## src/rtl/peak_tracker.sv

```systemverilog
// rtl/peak_tracker.sv - windowed maximum tracker using an external 4-bit magnitude comparator.
// Optional tie counting is enabled by defining PEAK_TIE_COUNT_EN; otherwise out_ties is tied to 0.
module peak_tracker #(
    parameter int WIN_LEN = 8
) (
    input  logic       clk,
    input  logic       rst_n,
    input  logic [3:0] in_data,
    input  logic       in_valid,
    output logic       in_ready,
    output logic [3:0] cmp_a,
    output logic [3:0] cmp_b,
    input  logic       cmp_greater,
    input  logic       cmp_equal,
    output logic [3:0] out_max,
    output logic [3:0] out_idx,
    output logic [3:0] out_ties,
    output logic       out_valid,
    input  logic       out_ready
);

    typedef enum logic [1:0] {
        ACCEPT,
        COMPARE,
        REPORT
    } state_t;

    state_t     state;
    state_t     state_nx;
    logic [4:0] cnt;
    logic [3:0] hold;
    logic [3:0] hold_idx;
    logic [3:0] max_r;
    logic [3:0] idx_r;
    logic       take;
    logic       first;
    logic       last;

    assign take      = in_valid && in_ready;
    assign first     = (cnt == 5'd0);
    assign last      = (cnt == 5'(WIN_LEN));
    assign in_ready  = (state == ACCEPT);
    assign out_valid = (state == REPORT);
    assign cmp_a     = hold;
    assign cmp_b     = max_r;
    assign out_max   = max_r;
    assign out_idx   = idx_r;

    always_ff @(posedge clk or negedge rst_n) begin
        if (!rst_n) begin
            state <= ACCEPT;
        end else begin
            state <= state_nx;
        end
    end

    always_comb begin
        state_nx = state;
        case (state)
            ACCEPT: begin
                if (take && !first) begin
                    state_nx = COMPARE;
                end
            end
            COMPARE: begin
                state_nx = last ? REPORT : ACCEPT;
            end
            REPORT: begin
                if (out_ready) begin
                    state_nx = ACCEPT;
                end
            end
            default: state_nx = ACCEPT;
        endcase
    end

    // cnt counts samples accepted so far, so hold_idx is the 0-based position of the held sample.
    always_ff @(posedge clk or negedge rst_n) begin
        if (!rst_n) begin
            cnt      <= 5'd0;
            hold     <= 4'd0;
            hold_idx <= 4'd0;
            max_r    <= 4'd0;
            idx_r    <= 4'd0;
        end else begin
            if (take) begin
                hold     <= in_data;
                hold_idx <= cnt[3:0];
                cnt      <= cnt + 5'd1;
                if (first) begin
                    max_r <= in_data;
                    idx_r <= 4'd0;
                end
            end
            if (state == COMPARE && cmp_greater) begin
                max_r <= hold;
                idx_r <= hold_idx;
            end
            if (state == REPORT && out_ready) begin
                cnt <= 5'd0;
            end
        end
    end

`ifdef PEAK_TIE_COUNT_EN
    logic [3:0] ties_r;

    // greater wins over equal, and a new maximum restarts the tie count
    always_ff @(posedge clk or negedge rst_n) begin
        if (!rst_n) begin
            ties_r <= 4'd0;
        end else if (take && first) begin
            ties_r <= 4'd0;
        end else if (state == COMPARE) begin
            if (cmp_greater) begin
                ties_r <= 4'd0;
            end else if (cmp_equal && ties_r != 4'd15) begin
                ties_r <= ties_r + 4'd1;
            end
        end
    end

    assign out_ties = ties_r;
`else
    logic unused_cmp_equal;

    assign unused_cmp_equal = cmp_equal;
    assign out_ties         = 4'd0;
`endif

endmodule

```

## config.mk

```make
export PLATFORM = sky130hd
export DESIGN_NAME = peak_tracker
export DESIGN_NICKNAME = d
export VERILOG_FILES = /design/src/rtl/peak_tracker.sv
export SDC_FILE = /design/constraint.sdc
export NUM_CORES = 1
export LEC_CHECK = 0
export BUFFER_PORTS_ARGS = -buffer_cell sky130_fd_sc_hd__buf_2
export CORE_UTILIZATION = 54
export DETAILED_ROUTE_END_ITERATION = 12
export PLACE_DENSITY_LB_ADDON = 0.05
export SLEW_MARGIN = 20
export SYNTH_ARGS = -nofsm -noshare
export SYNTH_HDL_FRONTEND = slang
export SYNTH_SLANG_ARGS = --single-unit
```

## constraint.sdc

```tcl
create_clock -name clk -period 4.6 [get_ports clk]
set_clock_uncertainty 0.05 [all_clocks]
set_input_delay 0.23 -clock clk [delete_from_list [all_inputs] [get_ports clk]]
set_output_delay 0.23 -clock clk [all_outputs]
set_load 0.05 [all_outputs]
```

After elaboration in Yosys (flattened, before gate mapping)
Index checks and enable logic that the tools add are counted.
- add/sub/neg operators: 1
- equality and inequality tests: 5
- multiplexer cells: 12
- reduce and logical (&&, ||, !) cells: 12
- operators by type and width (cell ; number):
    4-bit 2-to-1 mux ; 6
    5-bit 2-to-1 mux ; 2
    2-bit 2-to-1 mux ; 3
    2-bit case mux with 3 select lines ; 1
    2-bit nonzero test ; 3
    5-bit by 1-bit adder with 5-bit output, second input constant ; 1
    5-bit by 4-bit equality test with 1-bit output, second input constant ; 1
    5-bit logical NOT ; 1
    1-bit logical AND ; 4
    2-bit by 1-bit != test with 1-bit output, second input constant ; 2
    2-bit AND reduction ; 2
    2-bit by 1-bit equality test with 1-bit output, second input constant ; 1
    2-bit equality test, second input constant ; 1
    2-bit logical NOT ; 1
    1-bit logical NOT ; 1
- register bits after elaboration: 23
- input port bits: 10
- output and inout port bits: 22
- logic and storage cells: 36

Depth between registers and ports, before layout
Gate-level depths: netlist of the first run.
- depth in word-level cells: 5
- gate-level depth with buffers: 6
- depth with buffers taken out: 5

Worst setup path after synthesis of the first run
Ideal clock, no wire load.
- kind: register to register
- start: register cnt[0]
- end: register max_r[0] (netlist: cmp_b[0])
- library setup time: 139 ps
- arrival time: 1394 ps
- data required time: 4411 ps
- slack: 3018 ps
- stages on the path, launching flop included: 7
- path buffers: 1
- clock period less this slack: 1582 ps
- path through: dfrtp_1 -> inv_1 -> ha_1 -> nor4b_2 -> and2_1 -> buf_2 -> o221ai_1
- word-level cells in the longest chain between the ends: 3
- ends and longest elaborated chain (element ; line ; text):
    start, declared ; 30 ; logic [4:0] cnt;
    start signal, assigned ; 89 ; cnt <= cnt + 5'd1;
    5-bit logical NOT ; 40 ; assign first = (cnt == 5'd0);
    2-bit nonzero test (no source line) ; n/a ;
    2-bit AND reduction (no source line) ; n/a ;
    end signal, assigned ; 91 ; max_r <= in_data;
    end signal, assigned ; 96 ; max_r <= hold;
    end, declared ; 33 ; logic [3:0] max_r;
No other way between the ends.
A chain may end at the register's enable or synchronous reset.

Final worst setup path of the first run
- start: register state[1]
- end: register max_r[0] (netlist: cmp_b[0])
- word-level cells in the longest chain between the ends: 4
- elaborated cells on any way between the ends: 8
- classes of those cells: eq/ne (1); mux (1); reduce/logical (6)
- ends and longest elaborated chain (element ; line ; text):
    start, declared ; 28 ; state_t state;
    start signal, assigned ; 53 ; state <= state_nx;
    2-bit by 1-bit equality test with 1-bit output / 2-bit logical NOT (equally long branches) ; 95, 42 ;
    1-bit logical AND (on tied branches) ; 95, 39 ;
    2-bit nonzero test (no source line) ; n/a ;
    2-bit AND reduction (no source line) ; n/a ;
Parallel ways exist; a longest one is shown, timed or not.

==> summary.md, run 1 <==
| Metric | Value |
|---|---|
| Synth unique cells | 28 |
| Later-pin clock latency in the skew report | 0.30 ns |
| Diode count | 0 |
| Slew Limit Fails | 0 |
| CTS buffer count | 3 |
| CTS sink count | 23 |
| Drt wl/cell | 11.9 µm |
| Worst Path Buf+Inv | 0 |
| IO Count | 32 |
| Starting DRT DRC Count | 9 |
| Worst vdd ir | 0.000427 V |
| Setup TNS | 0 ns |
| Largest cells by area after synthesis | dfrtp_1, nand2_1, buf_4, o2bb2ai_1, o21ai_0 |
| Layout Nets | 148 |
| Critical path arrival | 2.16 ns |
| Hold Startpoint | in_data[3] |
| Most frequent cells in the layout | buf_2, nand2_1, dfrtp_1 |
| Pint | 0.000449 W |
| HPWL Detailed | 1.38 mm |
| Util after Layout | 63.3% |
| First-pass GRT wire length | 2.89 mm |
| Largest family of logic cells by synthesized area | simple AND/OR/NAND/NOR gates |
| Most common cell after layout, fill and taps aside | buf_2 |
| Final Hold Fails | 0 |
| R2R cell count | 3 |
| Largest area contributor in the netlist | dfrtp_1 |
| Crit start category | flip-flop |
| Vias per cell | 5.09 |
| DRC Markers | 0 |
| Post-synthesis async set-or-reset flop share | 100% |
| Reg power frac | 37.4% |
| Area of the core | 0.00194 mm² |
| Total number of vias | 824 |
| CP max-delay cell | nor3b_2 |
| Psw | 0.000510 W |
| CTS tree | yes |
| Chip height | 47.3 µm |
| Fill count | 173 |
| Multiplexer area fraction after synthesis | 0.902% |
| Max clock buf depth | 2 |
| Vias in the first global route | 693 |
| Compound-Gate Fraction of Synth Area | 11.6% |
| Die area | 0.00224 mm² |
| Family with the most delay on the worst path | simple AND/OR/NAND/NOR gates |
| Syn_area_per_cell | 9.65 µm² |
| Worst hold-check path type | in -> reg |
| Req. time, crit path | 4.73 ns |
| Final Setup Violations | 0 |
| Gate power share | 53.1% |
| Starting Density | 57.2% |
| Clk pin slew, worst setup/hold paths | 0.12 ns |
| Synth Area in Adders | 2.25% |
| CTS root buffer | clkbuf_4 |
| H-tree depth | 1 |
| Largest net degree at the start of global routing | 24 |
| GRT Util Overall | 19.1% |
| RSZ-0062 raised after global routing | no |
| Hold Path Depth | 3 |
| Clock power frac | 9.5% |
| Status | finished, final reports clean |
| Register bit total from synthesis | 23 |
| Mapped Area | 0.00111 mm² |
| Synth Area in XOR/XNOR | 0.789% |
| Dominant synthesized flop cell | dfrtp_1 |
| Antenna violations before repair | 0 |
| Die width | 47.3 µm |
| Origin of the critical flop-to-flop path | state[1] |
| Hold Path Sink | cmp_a[3] |
| Slew HR | 39.8% |
| Tcrit/Tclk final | 44.2% |
| Routed wire length | 1.93 mm |
| Post-synth EDFFs | 0 |
| Area Growth Syn to Fin | 10.7% |
| Switching Fraction | 53.2% |
| Layout cells sized above 1 | 23.7% |
| Setup CP Type | reg -> reg |
| Leak | 0.626 nW |
| Reg2Reg Setup Slack | 2.57 ns |
| CP Cell Sequence | nor3b_2, and2_1, o221ai_1 |
| CP peak stage delay | 0.78 ns |
| Row count | 16 |
| Yosys synthesis warning count | 0 |
| Fmax | 0.492 GHz |
| Max Cap Violations | 0 |
| Simple-gate portion of the synthesized area | 21.5% |
| Critical Path Fanout Max | 17 |
| Seq/Total Area, Yosys | 51.9% |
| DRT Pass-1 Iters | 4 |
| Worst setup EP type | flip-flop |
| Post-synth top area share | 51.9% |
| Crit path time final | 2.03 ns |
| Worst R2R End | cmp_b[0] |
| Port buffer count | 26 |
| Antenna Nets Post-Route | 0 |
| Mapped Cells | 115 |
| Least-Margin Pin Slew | 0.899 ns |
| Grt ovf | 0 |
| Gpl congestion | 0.694 |
| Power per cell area | 780 mW/mm² |
-- power groups by stage --
stage          clock network, W  logic (W)  registers [W]
4_1_cts               0.0000958   0.000512       0.000360
3_3_place_gp                  0   0.000504       0.000358
6_report              0.0000909   0.000509       0.000358
5_1_grt                0.000105   0.000556       0.000373
2_1_floorplan                 0   0.000282       0.000510
3_5_place_dp                  0   0.000510       0.000366
-- sequential cells by signal, indices dropped and copies added, names as in the netlist --
name	count
hold_idx	4
state	2
cmp_a	4
cnt	5
out_idx	4
cmp_b	4
-- cells in the mapped netlist (2+ instances only) --
library cell and number:
a21oi_1 3, buf_2 2, buf_4 8, clkbuf_1 3
dfrtp_1 23, ha_1 2, inv_1 7, nand2_1 25
nand3_1 6, nor2_1 5, o21ai_0 7, o221ai_1 4
o2bb2ai_1 5
-- area by class of cell --
| class | count | area, µm² | area share, % |
|---|---|---|---|
| Clock buffer | 4 | 26.3 | 2.14 |
| Inverter | 7 | 26.3 | 2.14 |
| Multi-Input combinational cell | 74 | 427 | 34.7 |
| Sequential cell | 23 | 576 | 46.8 |
| Tap cell | 27 | 33.8 | 2.75 |
| Timing Repair Buffer | 27 | 140 | 11.4 |
-- cells by family after synthesis --
group	count (synthesis)
other cells	1
xor+xnor	1
mux	1
simple gates	47
buf+inv	21
fa+ha+maj	2
compound gates	19
flops	23
-- through the flow --
step	hold slack, ns	cells	area [µm²]	total power, W	setup slack (ns)
after floorplan	-0.116	118	1120	0.000792	3.02
after global placement	0.176	157	1190	0.000862	2.62
after detailed placement	0.174	157	1190	0.000876	2.57
after CTS	0.0716	162	1230	0.000968	2.55
after global routing	0.0849	162	1230	0.00103	2.35
final	0.0827	162	1230	0.000958	2.57
-- routing by layer --
layer / global-route usage, % / wire length [µm] / share of wire (%) / vias up
met4: 8.57 / 13 / 0.67 / 0
li1: - / - / - / 414
met5: 0 / 0 / 0 / -
met3: 3.46 / 86 / 4.5 / 2
met2: 32.6 / 983 / 51 / 23
met1: 23.3 / 847 / 44 / 385
-- worst reg2reg max path, stage by stage (launching register included) --
cell	delay [ns]
dfrtp_1	0.49
nor3b_2	0.78
and2_1	0.42
o221ai_1	0.17
-- worst max path at each step --
stage | to | slack, ns | depth (start not counted) | startpoint
finish | cmp_b[0] | 2.57 | 3 | state[1]
global route | cmp_b[1] | 2.35 | 3 | state[1]
CTS | cmp_b[0] | 2.55 | 3 | state[1]
detailed placement | cmp_b[0] | 2.57 | 3 | state[1]
global placement | cmp_b[3] | 2.62 | 3 | state[1]
floorplan | cmp_b[0] | 3.02 | 6 | cnt[0]
-- timing repair --
action / in CTS / in global routing
hold buffers: 1 / 0
hold endpoints to repair: 23 / 0
buffers inserted: 0 / 0
resized for setup: 0 / 0
endpoints found under the setup margin: 0 / 0
No activity file was read; power rests on OpenSTA's default activity.
==> run 2, diff against run 1 <==
--- a/config.mk
+++ b/config.mk
@@ -6,7 +6,7 @@
 export NUM_CORES = 1
 export LEC_CHECK = 0
 export BUFFER_PORTS_ARGS = -buffer_cell sky130_fd_sc_hd__buf_2
-export CORE_UTILIZATION = 54
+export CORE_UTILIZATION = 45
 export DETAILED_ROUTE_END_ITERATION = 12
 export PLACE_DENSITY_LB_ADDON = 0.05
 export SLEW_MARGIN = 20
==> constraint.sdc (replaced) <==
create_clock -name clk -period 1.75 [get_ports clk]
set_clock_uncertainty 0.05 [all_clocks]
set_input_delay 0.0875 -clock clk [delete_from_list [all_inputs] [get_ports clk]]
set_output_delay 0.0875 -clock clk [all_outputs]
set_load 0.05 [all_outputs]
==> summary.md, run 2 (same netlist as run 1, synthesis figures left out) <==
| Metric | Value |
|---|---|
| Status | finished, final reports clean |
| Area of the core | 0.00228 mm² (+17%) |
| Final Setup Violations | 0 (unchanged) |
| Later-pin clock latency in the skew report | 0.30 ns (about the same) |
| Drt wl/cell | 11.5 µm (-3.4%) |
| CTS root buffer | clkbuf_4 |
| Die area | 0.00267 mm² (+19%) |
| Worst hold-check path type | in -> reg |
| Vias per cell | 4.96 (-2.4%) |
| RSZ-0062 raised after global routing | no |
| Die width | 51.7 µm (+9.1%) |
| Layout cells sized above 1 | 25.9% (+2.2 points) |
| Setup CP Type | reg -> reg |
| Util after Layout | 57.3% (-5.9 points) |
| Antenna Nets Post-Route | 0 (unchanged) |
| Crit start category | flip-flop |
| Gpl congestion | 0.766 (+10%) |
| Fmax | 0.649 GHz (+32%) |
| CTS sink count | 23 (unchanged) |
| Final hold slack | 0.116 ns (+0.0331 ns) |
| Power per cell area | 1970 mW/mm² (+150%) |
| Grt ovf | 0 (unchanged) |
| H-tree depth | 1 (unchanged) |
| IO Count | 32 (unchanged) |
| Slew Limit Fails | 0 (unchanged) |
| Area Growth Syn to Fin | 17.6% |
| Leak | 0.665 nW (+6.3%) |
| Family with the most delay on the worst path | simple AND/OR/NAND/NOR gates |
| Vias in the first global route | 809 (+17%) |
| Setup TNS | 0 ns (unchanged) |
| Most common cell after layout, fill and taps aside | buf_2 |
| DRT Pass-1 Iters | 4 (unchanged) |
| CTS tree | yes |
| Antenna violations before repair | 0 (unchanged) |
| CP Cell Sequence | inv_1, ha_1, nor4b_2, and2_2, o221ai_1 |
| Worst Path Buf+Inv | 1 (+1) |
| Max Cap Violations | 0 (unchanged) |
| Port buffer count | 26 (unchanged) |
| Max clock buf depth | 2 (unchanged) |
| Crit path time final | 1.54 ns (-0.492 ns) |
| Tcrit/Tclk final | 88.0% (+44 points) |
| Max reg flops | 5 (unchanged) |
| Routed wire length | 1.97 mm (+2.0%) |
| Chip height | 51.7 µm (+9.1%) |
| Largest net degree at the start of global routing | 24 (unchanged) |
| Layout Nets | 156 (+5.4%) |
| GRT Util Overall | 17.4% (-1.7 points) |
| CP peak stage delay | 0.43 ns (-0.35 ns) |
| Most frequent cells in the layout | buf_2, nand2_1, dfrtp_1 |
| Critical Path Fanout Max | 8 (-9) |
| Final Hold Fails | 0 (unchanged) |
| Starting DRT DRC Count | 19 (+10) |
| Worst vdd ir | 0.00128 V (+200%) |
| CP max-delay cell | dfrtp_1 |
| Diode count | 0 (unchanged) |
| Biggest register | cnt |
| CTS buffer count | 3 (unchanged) |
| First-pass GRT wire length | 3.37 mm (+17%) |
| HPWL Detailed | 1.50 mm (+8.4%) |
| Worst setup EP type | flip-flop |
| DRC Markers | 0 (unchanged) |
| Critical path arrival | 1.65 ns (-0.51 ns) |
| Total number of vias | 849 (+3.0%) |
| Clk pin slew, worst setup/hold paths | 0.12 ns (about the same) |
| Starting Density | 48.8% (-8.4 points) |
| Row count | 17 (+1) |
| Req. time, crit path | 1.86 ns (-2.87 ns) |
[run 2: changes by cell type in the layout (fill, tap and decap cells not counted)]
cell,delta
clkinv_2,+1
clkbuf_1,-1
buf_4,+3
and2_2,+1
and2_1,-1
dlygate4sd3_1,+5
[run 2: per-layer routing]
metal  up-vias  share of wire (%)  global-route usage (%)
li1        432                  -                       -
met3         2                4.4                    2.63
met4         0               0.81                    8.56
met2        27                 45                    28.6
met1       388                 50                    22.2
met5         -                  0                       0
[run 2: tightest hold or removal path: cells and delay by family]
kind	cells	cell delay, ns
simple gates	2	0.12
compound gates	1	0.12
buf+inv	1	0.10
[run 2: timing repair]
item                                   in CTS  in global routing
endpoints found under the hold margin      32                  0
resized for setup                           0                  1
setup endpoints to repair                   0                  4
hold buffers                                6                  0
setup buffers                               0                  0
[run 2: power breakdown]
part	internal (W)	leakage, nW	switching, W
sequential	0.000758	0.292	0.000184
clock	0.0000850	0.0177	0.000145
combinational	0.000372	0.356	0.00103
[run 2: worst paths after layout]
path / from / end / slack [ns] / cells after the start
setup / recovery: cnt[0] / cmp_b[1] / 0.21 / 5
hold / removal: cmp_greater / out_idx[3] / 0.12 / 4
setup reg to reg: cnt[0] / cmp_b[1] / 0.21 / 5
hold reg to reg: hold_idx[0] / out_idx[0] / 0.45 / 1
max in group asynchronous: rst_n / cmp_b[1] / 1.09 / 2
min in group asynchronous: rst_n / cmp_b[2] / 0.22 / 2
[run 2: area by class of cell]
type                       instances  area (µm²)
tap                               28        35.0
multi-input combinational         74         428
clock inverter                     1        5.00
inverter                           7        26.3
clock buffer                       3        22.5
timing repair buffer              35         213
sequential                        23         576
fill                             216         971
[run 2: stage by stage]
stage	cells	instance area, µm²	setup slack (ns)	total power [W]
2_1_floorplan	118	1120	0.168	0.00208
6_report	171	1310	0.210	0.00257
3_5_place_dp	161	1220	0.137	0.00235
3_3_place_gp	161	1220	0.179	0.00232
4_1_cts	171	1300	0.112	0.00259
5_1_grt	171	1310	0.0807	0.00276
==> run 3, diff against run 2 <==
--- a/config.mk
+++ b/config.mk
@@ -6,7 +6,7 @@
 export NUM_CORES = 1
 export LEC_CHECK = 0
 export BUFFER_PORTS_ARGS = -buffer_cell sky130_fd_sc_hd__buf_2
-export CORE_UTILIZATION = 45
+export CORE_UTILIZATION = 40
 export DETAILED_ROUTE_END_ITERATION = 12
 export PLACE_DENSITY_LB_ADDON = 0.05
 export SLEW_MARGIN = 20
==> summary.md, run 3 (same netlist as run 1, synthesis figures left out) <==
| Metric | Value |
|---|---|
| Setup CP Type | reg -> reg |
| CP Cell Sequence | inv_1, ha_1, nor4b_2, and2_2, o221ai_1 |
| Most common cell after layout, fill and taps aside | buf_2 |
| Slew HR | 65.1% |
| CP Launch Point | cnt[0] |
| Drt wl/cell | 11.8 µm (+2.4%) |
| Critical Path Fanout Max | 8 (unchanged) |
| RSZ-0062 raised after global routing | no |
| Die width | 54.7 µm (+5.8%) |
| Port buffer count | 26 (unchanged) |
| Antenna Nets Post-Route | 0 (unchanged) |
| Place WS | 0.128 ns (-0.00825 ns) |
| DRC Markers | 0 (unchanged) |
| Clk pin slew, worst setup/hold paths | 0.12 ns (about the same) |
| GRT Max-Usage Layer | met2 |
| Most frequent cells in the layout | buf_2, nand2_1, dfrtp_1 |
| CTS tree | yes |
| R2R cell count | 5 (unchanged) |
| CP max-delay cell | dfrtp_1 |
| Fill count | 249 (+15%) |
| Req. time, crit path | 1.87 ns (about the same) |
| Antenna violations before repair | 0 (unchanged) |
| CTS sink count | 23 (unchanged) |
| Worst Path Buf+Inv | 1 (unchanged) |
| HPWL Detailed | 1.48 mm (-1.1%) |
| Met3 usage | 2.50% (-0.13 points) |
| Crit path time final | 1.53 ns (-0.00928 ns) |
| IO Count | 32 (unchanged) |
| Fmax | 0.653 GHz (+0.61%) |
| Reg2Reg Setup Slack | 0.22 ns (about the same) |
| H-tree depth | 1 (unchanged) |
| Gpl congestion | 0.718 (-6.4%) |
| Layout Nets | 158 (+1.3%) |
| Die area | 0.00299 mm² (+12%) |
| Hold Startpoint | cmp_greater |
| Final Hold Fails | 0 (unchanged) |
| Reg area | 576 µm² (unchanged) |
| Total number of vias | 853 (+0.47%) |
| Largest net degree at the start of global routing | 24 (unchanged) |
| Diode count | 0 (unchanged) |
| Area of the multi-input gates | 428 µm² (unchanged) |
| CP peak stage delay | 0.43 ns (about the same) |
| Max reg flops | 5 (unchanged) |
| Least-Margin Pin Slew | 0.523 ns |
| Crit start category | flip-flop |
| Area Growth Syn to Fin | 19.1% |
| DRT Pass-1 Iters | 4 (unchanged) |
| Routed wire length | 2.06 mm (+4.8%) |
| Hold Path Depth | 4 (unchanged) |
| Later-pin clock latency in the skew report | 0.30 ns (about the same) |
| Max clock buf depth | 2 (unchanged) |
| Vias per cell | 4.87 (-1.8%) |
| Status | finished, final reports clean |
| Worst vdd ir | 0.00144 V (+12%) |
| Hold Path Sink | out_idx[1] |
| GRT met1 Usage | 19.2% (-3.0 points) |
| Area of the core | 0.00254 mm² (+12%) |
| Worst hold-check path type | in -> reg |
| Worst setup margin | 0.220 ns (+0.00928 ns) |
| Power per cell area | 1970 mW/mm² (about the same) |
| CTS buffer count | 3 (unchanged) |
| Starting DRT DRC Count | 9 (-10) |
| Grt ovf | 0 (unchanged) |
| Row count | 18 (+1) |
| Worst R2R End | cmp_b[3] |
| Tcrit/Tclk final | 87.5% (-0.53 points) |
| Starting Density | 43.6% (-5.2 points) |
| Worst setup EP type | flip-flop |
| Vias in the first global route | 799 (-1.2%) |
| Slew Limit Fails | 0 (unchanged) |
| Chip height | 54.7 µm (+5.8%) |
| Layout cells sized above 1 | 26.2% (+0.33 points) |
| CTS root buffer | clkbuf_4 |
| GRT Util Overall | 16.1% (-1.3 points) |
| Grt met2 use | 28.3% (-0.26 points) |
| Origin of the critical flop-to-flop path | cnt[0] |
| Biggest register | cnt |
| Family with the most delay on the worst path | simple AND/OR/NAND/NOR gates |
| Critical path arrival | 1.65 ns (about the same) |
| Max Cap Violations | 0 (unchanged) |
| Final Setup Violations | 0 (unchanged) |
| Leak | 0.673 nW (+1.1%) |
| Setup TNS | 0 ns (unchanged) |
| First-pass GRT wire length | 3.40 mm (+0.80%) |
run 3: cell count changes in the layout (fill, tap and decap cells not counted), sizes merged:
cell / delta
buf: +2
clkbuf: +1
clkinv: -1
run 3: timing repair:
item,CTS,global route
gates resized for setup,0,1
endpoints found under the setup margin,0,2
hold endpoints to repair,32,0
hold buffers,6,0
setup buffers,0,0
run 3: metrics by stage:
stage | instances | cell area, µm² | hold slack [ns] | util (%) | power (W)
final | 175 | 1320 | 0.123 | 51.9 | 0.00260
after global routing | 175 | 1320 | 0.133 | 51.9 | 0.00282
after CTS | 175 | 1320 | 0.115 | 51.9 | 0.00263
after detailed placement | 165 | 1230 | 0.0474 | 48.5 | 0.00238
after global placement | 165 | 1230 | 0.0360 | 48.5 | 0.00236
after floorplan | 118 | 1120 | -0.258 | - | 0.00208
run 3: per-layer routing:
layer | wire [µm] | up-vias
met5 | 0 | -
met1 | 979 | 395
met3 | 70 | 2
li1 | - | 439
met4 | 10 | 0
met2 | 1000 | 17
run 3: layout make-up:
class | instances | share of cell area (%)
Sequential cell | 23 | 43.6
Multi-Input combinational cell | 74 | 32.4
Timing Repair Buffer | 37 | 17.2
Tap cell | 30 | 2.84
Clock buffer | 4 | 1.99
Inverter | 7 | 1.99
run 3: worst max path at each step:
stage | to | slack [ns] | depth (start not counted)
final | cmp_b[3] | 0.22 | 5
after global routing | cmp_b[3] | 0.09 | 5
after CTS | cmp_b[3] | 0.11 | 5
after detailed placement | cmp_b[3] | 0.13 | 5
after global placement | cmp_b[2] | 0.16 | 5
after floorplan | cmp_b[0] | 0.17 | 6
run 3: power by group:
part	total [W]	internal, W	switching [W]
combinational	0.00145	0.000398	0.00105
clock	0.000242	0.0000888	0.000153
sequential	0.000913	0.000758	0.000155
run 3: worst register-to-register path, stage by stage (launching register included):
cell      delay, ns
dfrtp_1        0.43
inv_1          0.10
ha_1           0.17
nor4b_2        0.23
and2_2         0.29
o221ai_1       0.13
